**src/rtl/uart_pkg.sv**
```systemverilog
// Shared UART definitions: frame geometry and the FSM state encoding that the
// receiver and transmitter agree on.
package uart_pkg;

    localparam int unsigned DATA_BITS  = 8;
    localparam int unsigned OVERSAMPLE = 16;
    // Tick index within a bit period at which the line is sampled (mid-bit).
    localparam int unsigned MID_SAMPLE = 7;

    typedef enum logic [2:0] {
        StIdle   = 3'd0,
        StStart  = 3'd1,
        StData   = 3'd2,
        StParity = 3'd3,
        StStop   = 3'd4
    } uart_state_e;

endpackage

```
**src/rtl/uart_rx_sync.sv**
```systemverilog
// Two-flop synchronizer for the asynchronous serial line. Both stages reset
// to 1 so a reset never looks like a start bit.
module uart_rx_sync (
    input  logic clk,
    input  logic rst,
    input  logic d,
    output logic q
);

    logic [1:0] sync_d;
    logic [1:0] sync_q;

    // Shift the raw line one stage per clock.
    always_comb begin
        sync_d = {sync_q[0], d};
    end

    // Synchronizer flops, idle-high on reset.
    always_ff @(posedge clk or posedge rst) begin
        if (rst) begin
            sync_q <= 2'b11;
        end else begin
            sync_q <= sync_d;
        end
    end

    assign q = sync_q[1];

endmodule

```
**src/rtl/uart_rx.sv**
```systemverilog
// Oversampling UART receiver: start, DATA_BITS data bits LSB first, parity,
// stop. The line is sampled once per bit at tick MID_SAMPLE of the bit period.
module uart_rx #(
    parameter int unsigned OVERSAMPLE = uart_pkg::OVERSAMPLE,
    parameter int unsigned DATA_BITS  = uart_pkg::DATA_BITS
) (
    input  logic                 clk,
    input  logic                 rst,
    input  logic                 rx,
    input  logic                 sample_tick,
    input  logic                 p_sel,
    output logic [DATA_BITS-1:0] data_out,
    output logic                 data_valid,
    output logic                 parity_err,
    output logic                 frame_err,
    output logic                 busy
);

    import uart_pkg::*;

    localparam int unsigned CntW = (OVERSAMPLE > 1) ? $clog2(OVERSAMPLE) : 1;
    localparam int unsigned IdxW = (DATA_BITS > 1) ? $clog2(DATA_BITS) : 1;
    localparam logic [CntW-1:0] CntMid  = CntW'(MID_SAMPLE);
    localparam logic [CntW-1:0] CntLast = CntW'(OVERSAMPLE - 1);
    localparam logic [IdxW-1:0] IdxLast = IdxW'(DATA_BITS - 1);

    logic rx_s;

    uart_rx_sync u_sync (
        .clk (clk),
        .rst (rst),
        .d   (rx),
        .q   (rx_s)
    );

    uart_state_e state_d, state_q;

    logic [CntW-1:0]      tick_cnt_d, tick_cnt_q;
    logic [IdxW-1:0]      bit_idx_d, bit_idx_q;
    logic [DATA_BITS-1:0] shift_d, shift_q;
    logic                 armed_d, armed_q;
    logic                 perr_pend_d, perr_pend_q;
    logic [DATA_BITS-1:0] data_out_d, data_out_q;
    logic                 data_valid_d, data_valid_q;
    logic                 parity_err_d, parity_err_q;
    logic                 frame_err_d, frame_err_q;

    logic            mid;
    logic [CntW-1:0] tick_inc;

    assign mid      = (tick_cnt_q == CntMid);
    assign tick_inc = (tick_cnt_q == CntLast) ? '0 : tick_cnt_q + 1'b1;

    // FSM state register.
    always_ff @(posedge clk or posedge rst) begin
        if (rst) begin
            state_q <= StIdle;
        end else begin
            state_q <= state_d;
        end
    end

    // FSM next state; only a sample_tick can move the machine.
    always_comb begin
        state_d = state_q;
        if (sample_tick) begin
            unique case (state_q)
                StIdle:   if (armed_q && !rx_s) state_d = StStart;
                StStart:  if (mid) state_d = rx_s ? StIdle : StData;
                StData:   if (mid && (bit_idx_q == IdxLast)) state_d = StParity;
                StParity: if (mid) state_d = StStop;
                StStop:   if (mid) state_d = StIdle;
                default:  state_d = StIdle;
            endcase
        end
    end

    // FSM outputs.
    always_comb begin
        busy = (state_q != StIdle);
    end

    // Datapath next state: counters, shift register, arming and result capture.
    // The tick counter is cleared at the start edge and then runs freely
    // through the frame, so every later count of MID_SAMPLE lands mid-bit.
    always_comb begin
        tick_cnt_d   = tick_cnt_q;
        bit_idx_d    = bit_idx_q;
        shift_d      = shift_q;
        armed_d      = armed_q;
        perr_pend_d  = perr_pend_q;
        data_out_d   = data_out_q;
        parity_err_d = parity_err_q;
        frame_err_d  = frame_err_q;
        data_valid_d = 1'b0;
        if (sample_tick) begin
            unique case (state_q)
                StIdle: begin
                    if (rx_s) begin
                        armed_d = 1'b1;
                    end else if (armed_q) begin
                        armed_d    = 1'b0;
                        tick_cnt_d = '0;
                        bit_idx_d  = '0;
                    end
                end
                StStart: begin
                    tick_cnt_d = tick_inc;
                    if (mid) begin
                        bit_idx_d = '0;
                    end
                end
                StData: begin
                    tick_cnt_d = tick_inc;
                    if (mid) begin
                        shift_d   = {rx_s, shift_q[DATA_BITS-1:1]};
                        bit_idx_d = (bit_idx_q == IdxLast) ? '0 : bit_idx_q + 1'b1;
                    end
                end
                StParity: begin
                    tick_cnt_d = tick_inc;
                    if (mid) begin
                        perr_pend_d = rx_s != (p_sel ? ^shift_q : ~^shift_q);
                    end
                end
                StStop: begin
                    tick_cnt_d = tick_inc;
                    if (mid) begin
                        data_out_d   = shift_q;
                        parity_err_d = perr_pend_q;
                        frame_err_d  = !rx_s;
                        data_valid_d = 1'b1;
                    end
                end
                default: begin
                    tick_cnt_d = '0;
                end
            endcase
        end
    end

    // Datapath registers; reset discards any partial frame.
    always_ff @(posedge clk or posedge rst) begin
        if (rst) begin
            tick_cnt_q   <= '0;
            bit_idx_q    <= '0;
            shift_q      <= '0;
            armed_q      <= 1'b0;
            perr_pend_q  <= 1'b0;
            data_out_q   <= '0;
            data_valid_q <= 1'b0;
            parity_err_q <= 1'b0;
            frame_err_q  <= 1'b0;
        end else begin
            tick_cnt_q   <= tick_cnt_d;
            bit_idx_q    <= bit_idx_d;
            shift_q      <= shift_d;
            armed_q      <= armed_d;
            perr_pend_q  <= perr_pend_d;
            data_out_q   <= data_out_d;
            data_valid_q <= data_valid_d;
            parity_err_q <= parity_err_d;
            frame_err_q  <= frame_err_d;
        end
    end

    assign data_out   = data_out_q;
    assign data_valid = data_valid_q;
    assign parity_err = parity_err_q;
    assign frame_err  = frame_err_q;

endmodule

```
**config.mk**
```make
export PLATFORM = sky130hd
export DESIGN_NAME = uart_rx
export DESIGN_NICKNAME = d
export VERILOG_FILES = /design/src/rtl/uart_pkg.sv /design/src/rtl/uart_rx_sync.sv /design/src/rtl/uart_rx.sv
export SDC_FILE = /design/constraint.sdc
export NUM_CORES = 1
export LEC_CHECK = 0
export BUFFER_PORTS_ARGS = -buffer_cell sky130_fd_sc_hd__buf_2
export CORE_MARGIN = 4
export CORE_UTILIZATION = 35
export CTS_CLUSTER_SIZE = 8
export DETAILED_ROUTE_END_ITERATION = 16
export GPL_ROUTABILITY_DRIVEN = 1
export PLACE_DENSITY = 0.55
export SLEW_MARGIN = 10
export SYNTH_ARGS = -nofsm -noshare
export SYNTH_HDL_FRONTEND = slang
export SYNTH_SLANG_ARGS = --single-unit
```
**constraint.sdc**
```tcl
create_clock -name clk -period 2.32 [get_ports clk]
set_input_delay 0.464 -clock clk [delete_from_list [all_inputs] [get_ports clk]]
set_output_delay 0.464 -clock clk [all_outputs]
set_load 0.03 [all_outputs]
```
Word-level counts from Yosys, hierarchy flattened
Index checks and enable logic that the tools add are counted.
{ "totals": {"regBits": 33, "latch_bits": 0, "mem_bits_rw": 0, "rom_bits": 0, "input_bits": 5, "memories": 0} }
{ "op_classes": {"n_addsub": 2, "multipliers": 0, "div_mod_pow": 0, "magnitude_cmp": 0, "n_eq_ne": 16, "shift": 0, "mux": 21, "n_bitwise": 0, "n_reduce_logical": 16} }
{ "ops": {"columns": ["cell", "count"], "rows": [
  ["two-way mux 3 bit", 9],
  ["inequality test 2 bit (second input constant)", 8],
  ["case mux 3 bit (5 select lines)", 1],
  ["two-way mux 4 bit", 3],
  ["AND reduction 3 bit", 4],
  ["AND reduction 6 bit", 2],
  ["case mux 3 bit (3 select lines)", 1],
  ["case mux 4 bit (2 select lines)", 1],
  ["XNOR reduction 8 bit", 1],
  ["XOR reduction 8 bit", 1],
  ["equality test 3 x 2 -> 1 bit (second input constant)", 2],
  ["equality test 3 bit (second input constant)", 2],
  ["nonzero test 3 bit", 2],
  ["two-way mux 1 bit", 5],
  ["adder 4 x 1 -> 4 bit (second input constant)", 1],
  ["equality test 4 x 3 -> 1 bit (second input constant)", 1],
  ["equality test 4 bit (second input constant)", 1],
  ["OR reduction 4 bit", 1],
  ["adder 3 x 1 -> 3 bit (second input constant)", 1],
  ["equality test 3 x 1 -> 1 bit (second input constant)", 1],
  ["logical NOT 3 bit", 1],
  ["logical AND 1 bit", 2],
  ["two-way mux 2 bit", 1],
  ["AND reduction 2 bit", 1],
  ["other kinds (2)", 2]
]} }

Depth between registers and ports, before layout
Gate-level depths: netlist of the first run.
{ "logic_depth": {"word_depth": 4, "depth_mapped": 6, "depth_no_buf": 5} }

Modules after synthesis
Synthesis of the first run repeated with hierarchy kept, for this count alone.
{ "hier_totals": {"hier_cells": 130, "area_unflattened_um2": 1644.1} }
{ "modules_own_cells": {"columns": ["mod", "n_inst", "cells_each", "area_per_inst_um2", "seq_area_each_um2"], "rows": [
  ["uart_rx", 1, 127, 1587.8, 775.7],
  ["uart_rx_sync", 1, 3, 56.3, 52.6]
]} }

Least setup slack after synthesis of the first run
No wires, ideal clock.
{ "synth_path": {"path_kind": "reg-to-reg", "from": "register state_q[1]", "to": "register state_q[0]", "setup_time_ns": 0.128, "t_arrival_ns": 1.694, "setup_slack_ns": 0.498, "stages_incl_launch_ff": 7, "path_buffers": 2, "period_less_slack_ns": 1.822, "path_cell_list": "dfrtp_1 buf_6 or3_1 buf_6 o21ai_4 a311o_2 mux2_1"} }
{ "synth_via": {"elab_chain_cells": 3, "word_cells_on_any_way": 12, "classes_between": "9 x eq/ne; 1 x mux; 2 x reduce/logical"} }
{ "synth_rtl": {"columns": ["item", "line_no", "source"], "rows": [
  ["start, declared", "uart_rx.sv:36", "uart_state_e state_d, state_q;"],
  ["start signal, assigned", "uart_rx.sv:57", "state_q <= StIdle;"],
  ["start signal, assigned", "uart_rx.sv:59", "state_q <= state_d;"],
  ["equality test 3 x 2 -> 1 bit, or another cell as far along", "uart_rx.sv:67", "unique case (state_q)"],
  ["inequality test 2 bit (no line)", null, null],
  ["AND reduction 6 bit (no line)", null, null]
]} }
Several ways; a longest one is shown, not always the timed one.
A chain may end at the register's enable or synchronous reset.

Final worst setup path of the first run
{ "layout_path": {"from": "register state_q[2]", "to": "output busy"} }
{ "layout_via": {"elab_chain_cells": 1} }
{ "layout_rtl": {"columns": ["item", "line_no", "source"], "rows": [
  ["nonzero test 3 bit", "uart_rx.sv:80", "busy = (state_q != StIdle);"],
  ["end, declared", "uart_rx.sv:16", "output logic busy"]
]} }
No other way between the ends.

==> qor.csv, run 1 <==
stage,metric,value,unit
synth,number of synthesized flops with an enable pin,0,
global_routing,total track usage,11.1,%
clocking,Clock Latency Late Sink,0.28,ns
timing,Clock Skew,0.00453,ns
synth,"FFs w/ async S/R, synth",100,%
timing,Setup Viol. Count Final,0,
critical_path,kind of critical path,flip-flop to output pin,
timing,max-slew violations,0,
clocking,Post-CTS Setup Inserts,0,
pwr,Power Total,1780,uW
die,# rows,24,
placement,DP Wirelength,1910,um
clocking,H-tree Lvls,2,
clocking,Max Root-Sink Buffers,2,
critical_path,crit path DAT,1.53,ns
synth,"FF+latch count, synth",33,
synth,syn_nets,133,
clocking,root buffer cell,clkbuf_8,
routing,Detailed Routing Iterations Pass 1,3,
job,Max-Cap Viols,0,
die,die area,5650,um2
die,core area,4350,um2
clocking,CTS tree,built,
routing,via count,976,
die,DIE HEIGHT,75.2,um
routing,post-route ant nets,0,
routing,Avg WL per Cell,13.7,um
pwr,Pwr Density,979,nW/um2
synth,most frequent cell after synthesis,dfrtp_1,
clocking,clock sink total,33,
critical_path,reg2reg start,state_q[2],
synth,synth unique cells,39,
critical_path,cell count of the worst reg-to-reg path,4,
run_status,outcome,"finished, final reports clean",
placement,GPL Wtd Cong,0.797,
critical_path,CP Launch Type,flip-flop,
clocking,CTS resizes,0,
global_routing,number of global-route vias before repair,1012,
critical_path,Crit. End Element,output pin,
pwr,P_leak,0.000901,uW
critical_path,Worst EP required,1.86,ns
die,# IOs,17,
synth,"Primary FF master, synth",dfrtp_1,
timing,Slew @ Worst Pin,0.417,ns
synth,Syn. warnings,0,
clocking,hold-fix buffers at CTS,0,
critical_path,Worst Setup SP,state_q[2],
finish,area growth from synthesis to layout,15.1,%
critical_path,R2R setup slack,0.35,ns
timing,Final Hold Vio Count,0,
critical_path,"Max FO, Critical Path",11,
synth,Mapped Area,1580,um2
finish,# diodes,0,
synth,Post-Syn Instances,125,
die,Starting Density,36.3,%
placement,count of input and output buffers,16,
timing,setup total negative slack,0,ns
synth,register area share after synthesis,52.4,%
timing,RSZ-0062 raised after global routing,false,
timing,relative max-transition margin,72.2,%
min_path,worst min-delay path category,input pin to async pin,
synth,Area contributors post-synth,"dfrtp_1, mux2_2, dfstp_2",
timing,Tcrit/Tclk final,86.0,%
finish,fin nets,152,
synth,top-area cell type share of the netlist area,49.1,%
global_routing,initial antenna violation count,0,
timing,fin crit period,1.99,ns
routing,initial DRC count,106,
global_routing,global route overflow,0,
clocking,TritonCTS Buffers,5,
die,die outline width,75.2,um
clocking,clock slew at reported path FFs,0.07,ns
timing,Max Freq,501,MHz
global_routing,largest net degree at the start of global routing,34,
finish,share of layout cells above drive strength 1,37.2,%
synth,Syn Area/Cell,12.6,um2
routing,drc violations,0,
global_routing,first-pass GRT wire length,4620,um
routing,Via density,4.95,
synth,most frequent cells after synthesis,"dfrtp_1, mux2_2, inv_1, nand2_1, xnor2_1",
critical_path,CP endpoint,busy,
routing,final WL,2710,um
critical_path,FF-to-FF End,state_q[0],
pwr,maximum resistive drop on vdd,0.398,mV
synth,largest area contributor in the netlist,dfrtp_1,
[stage by stage]
stage / setup WS (ns) / instances / hold slack, ns / area (um2) / utilization, %
after floorplan: 0.498 / 125 / 0.345 / 1580 / -
after global placement: 0.446 / 189 / 0.348 / 1700 / 39.0
after detailed placement: 0.382 / 189 / 0.347 / 1700 / 39.0
after CTS: 0.338 / 197 / 0.270 / 1820 / 41.8
after global routing: 0.271 / 197 / 0.270 / 1820 / 41.8
final: 0.326 / 197 / 0.259 / 1820 / 41.8
[flip-flops by register name (all words and copies together), names as in the netlist]
signal,count
parity_err,1
u_sync.sync_q,2
perr_pend_q,1
bit_idx_q,3
shift_q,8
armed_q,1
frame_err,1
data_out,8
tick_cnt_q,4
state_q,3
data_valid,1
[layout by cell type, fill, tap and decap left out, drive strengths merged, types with 2 or more instances in the layout]
cell type	n
xnor2	6
ha	3
or3	2
clkbuf	6
mux2i	2
dfrtp	31
a21o	2
mux2	22
nand3	3
nand2b	4
nand4	2
o21ai	6
dfstp	2
inv	6
nor3	2
a21oi	3
nand2	6
nor2	3
buf	18
[critical path, cell delays in order (launching register included)]
cell and delay, ns:
dfrtp_1 0.49, or3_1 0.53, buf_2 0.23
[cell families (layout without fill, tap and decap cells)]
kind of cell | Yosys count | count (layout) | share of synthesized area (%)
AO/OA/AOI/OAI | 16 | 16 | 7.28
multiplexers | 24 | 24 | 17.7
XOR/XNOR | 8 | 8 | 5.30
adder cells (fa/ha/maj) | 3 | 3 | 2.38
buffers and inverters | 12 | 32 | 4.04
flip-flops | 33 | 33 | 52.4
AND/OR/NAND/NOR | 29 | 29 | 10.9
[power by group]
| group | switching (uW) | total [uW] | internal, uW |
|---|---|---|---|
| Clock | 219 | 568 | 349 |
| Combinational | 202 | 419 | 217 |
| Sequential | 116 | 794 | 679 |
| Total | 537 | 1780 | 1240 |
[metal layers]
| layer | vias up | global-route usage [%] | share of wire, % |
|---|---|---|---|
| met1 | 480 | 14.3 | 47 |
| met5 | - | 0 | 0 |
| met4 | 0 | 4.66 | 1.6 |
| met2 | 13 | 16.9 | 47 |
| met3 | 6 | 3.87 | 4.4 |
| li1 | 477 | - | - |
[worst min path at each step]
stage | cells after the start | endpoint | slack (ns) | start
CTS | 3 | shift_q[4] | 0.27 | rst
detailed placement | 0 | u_sync.sync_q[1] | 0.35 | u_sync.sync_q[0]
global route | 1 | u_sync.sync_q[0] | 0.27 | rx
floorplan | 0 | u_sync.sync_q[1] | 0.35 | u_sync.sync_q[0]
finish | 3 | data_valid | 0.26 | rst
global placement | 0 | u_sync.sync_q[1] | 0.35 | u_sync.sync_q[0]
[layout make-up]
class                   instances  area [um2]
clock inverters                 2        37.5
inverters                       6        22.5
well taps                      52        65.1
flip-flops and latches         33         828
clock buffers                   6        82.6
multi-input cells              80         688
fillers                       416        2530
repair buffers                 18        95.1
Power figures use the tool's default switching activity.
==> run 2, diff against run 1 <==
--- a/config.mk
+++ b/config.mk
@@ -8,2 +8,3 @@
 export BUFFER_PORTS_ARGS = -buffer_cell sky130_fd_sc_hd__buf_2
+export CAP_MARGIN = 20
 export CORE_MARGIN = 4
==> constraint.sdc (replaced) <==
create_clock -name clk -period 2.32 [get_ports clk]
set_input_delay 0.116 -clock clk [delete_from_list [all_inputs] [get_ports clk]]
set_output_delay 0.116 -clock clk [all_outputs]
set_load 0.03 [all_outputs]
==> qor.csv, run 2 (same netlist as run 1, synthesis figures left out) <==
stage,metric,value,unit
finish,# diodes,0,
timing,relative max-transition margin,72.1,%
routing,Avg WL per Cell,13.6,um
critical_path,FF-to-FF End,state_q[0],
timing,Final Hold Vio Count,0,
global_routing,global route overflow,0,
finish,area growth from synthesis to layout,16.4,%
placement,DP Wirelength,1910,um
timing,min setup slack post-route,0.358,ns
placement,GPL Wtd Cong,0.797,
min_path,HP Start,sample_tick,
routing,post-route ant nets,0,
pwr,Comb pwr share,23.6,%
clocking,clock slew at reported path FFs,0.07,ns
clocking,Max Root-Sink Buffers,2,
timing,Max Freq,510,MHz
die,die area,5650,um2
critical_path,slowest cell on the critical path,or3_1,
finish,share of layout cells above drive strength 1,36.7,%
timing,Slew @ Worst Pin,0.419,ns
finish,most frequent cells in the layout,"dfrtp_1, mux2_2, buf_2",
critical_path,Crit. End Element,flip-flop,
routing,Detailed Routing Iterations Pass 1,3,
global_routing,number of global-route vias before repair,1021,
timing,fin crit period,1.96,ns
die,# rows,24,
timing,Clock Skew,0.00454,ns
critical_path,"slowest stage delay, CP",0.52,ns
pwr,P_leak,0.000909,uW
critical_path,"Cell Chain, Critical Path","or3_1, o21ai_4, a311o_2, mux2_1",
pwr,Power Total,1780,uW
critical_path,R2R setup slack,0.36,ns
pwr,sequential share of power,44.5,%
routing,initial DRC count,75,
pwr,Psw,538,uW
pwr,Net Sw Frac,30.1,%
job,Max-Cap Viols,0,
pwr,maximum resistive drop on vdd,0.398,mV
critical_path,crit path DAT,2.13,ns
timing,setup total negative slack,0,ns
min_path,worst hold stages,3,
clocking,clock sink total,33,
finish,fillers,412,
clocking,CTS tree,built,
min_path,Hold Path End,tick_cnt_q[2],
timing,Tcrit/Tclk final,84.6,%
clocking,TritonCTS Buffers,5,
die,# IOs,17,
pwr,P_int,1250,uW
finish,Final Cell Area,1840,um2
global_routing,largest net degree at the start of global routing,34,
global_routing,initial antenna violation count,0,
critical_path,CP Launch Type,flip-flop,
placement,Placed Area,1700,um2
critical_path,Worst EP required,2.49,ns
finish,fin util,42.2,%
placement,DP Worst Slack,0.382,ns
die,Starting Density,36.3,%
routing,final WL,2720,um
clocking,Clock Latency Late Sink,0.28,ns
critical_path,Critical path buffers and inverters,0,
min_path,worst min-delay path category,input pin to flip-flop,
die,die outline width,75.2,um
die,DIE HEIGHT,75.2,um
placement,count of input and output buffers,16,
run_status,outcome,"finished, final reports clean",
finish,fin nets,154,
critical_path,"Max FO, Critical Path",11,
critical_path,cell count of the worst reg-to-reg path,4,
global_routing,first-pass GRT wire length,4630,um
pwr,Pwr Density,970,nW/um2
routing,via count,978,
timing,max-slew violations,0,
clocking,root buffer cell,clkbuf_8,
critical_path,kind of critical path,flip-flop to flip-flop,
pwr,Clock Power Share,31.8,%
finish,"commonest non-fill, non-tap cell in the layout",dfrtp_1,
routing,Via density,4.91,
clocking,CTS resizes,0,
clocking,H-tree Lvls,2,
critical_path,CP top delay family,simple AND/OR/NAND/NOR gates,
global_routing,total track usage,11.1,%
timing,Setup Viol. Count Final,0,
routing,drc violations,0,
critical_path,reg2reg start,state_q[2],
die,core area,4350,um2
timing,RSZ-0062 raised after global routing,false,
run 2: changes by cell type in the layout (fill, tap and decap cells not counted):
cell	previous run	this run
dlygate4sd3_1	0	2
run 2: metrics by stage:
| step | instances | hold WS, ns |
|---|---|---|
| 2_1_floorplan | 125 | 0.120 |
| 3_3_place_gp | 189 | 0.223 |
| 3_5_place_dp | 189 | 0.230 |
| 4_1_cts | 199 | 0.165 |
| 5_1_grt | 199 | 0.188 |
| 6_report | 199 | 0.169 |
run 2: power by group through the flow:
| stage | registers [uW] | logic [uW] | clock network, uW |
|---|---|---|---|
| final | 795 | 422 | 568 |
| after global routing | 813 | 478 | 604 |
| after global placement | 798 | 411 | 0 |
| after CTS | 793 | 426 | 581 |
| after detailed placement | 803 | 424 | 0 |
| after floorplan | 747 | 410 | 0 |
run 2: cell type report:
type | count | area [um2] | share of cell area, %
flip-flops and latches | 33 | 828 | 45.0
multi-input cells | 80 | 688 | 37.4
repair buffers | 20 | 115 | 6.26
clock buffers | 6 | 82.6 | 4.49
well taps | 52 | 65.1 | 3.54
clock inverters | 2 | 37.5 | 2.04
inverters | 6 | 22.5 | 1.22
run 2: repair_timing:
action	4_1_cts	5_1_grt
endpoints found under the hold margin	32	0
hold buffers	2	0
setup buffers	0	0
run 2: worst max path at each step:
stage          depth (start not counted)  slack (ns)       start    endpoint
4_1_cts                                4        0.37  state_q[2]  state_q[0]
3_3_place_gp                           4        0.45  state_q[2]  state_q[0]
2_1_floorplan                          6        0.50  state_q[1]  state_q[0]
5_1_grt                                4        0.28  state_q[2]  state_q[0]
3_5_place_dp                           4        0.38  state_q[2]  state_q[0]
6_report                               4        0.36  state_q[2]  state_q[0]
run 2: tightest hold or removal path, delay by kind of cell:
| kind | cells | cell delay (ns) |
|---|---|---|
| buffers and inverters | 1 | 0.15 |
| AND/OR/NAND/NOR | 1 | 0.09 |
| multiplexers | 1 | 0.06 |
run 2: routing by layer:
layer	routed length [um]	GRT usage [%]	vias up
met5	0	0	-
met4	42	4.66	0
met3	118	3.87	6
met2	1260	16.9	13
met1	1300	14.3	478
li1	-	-	481
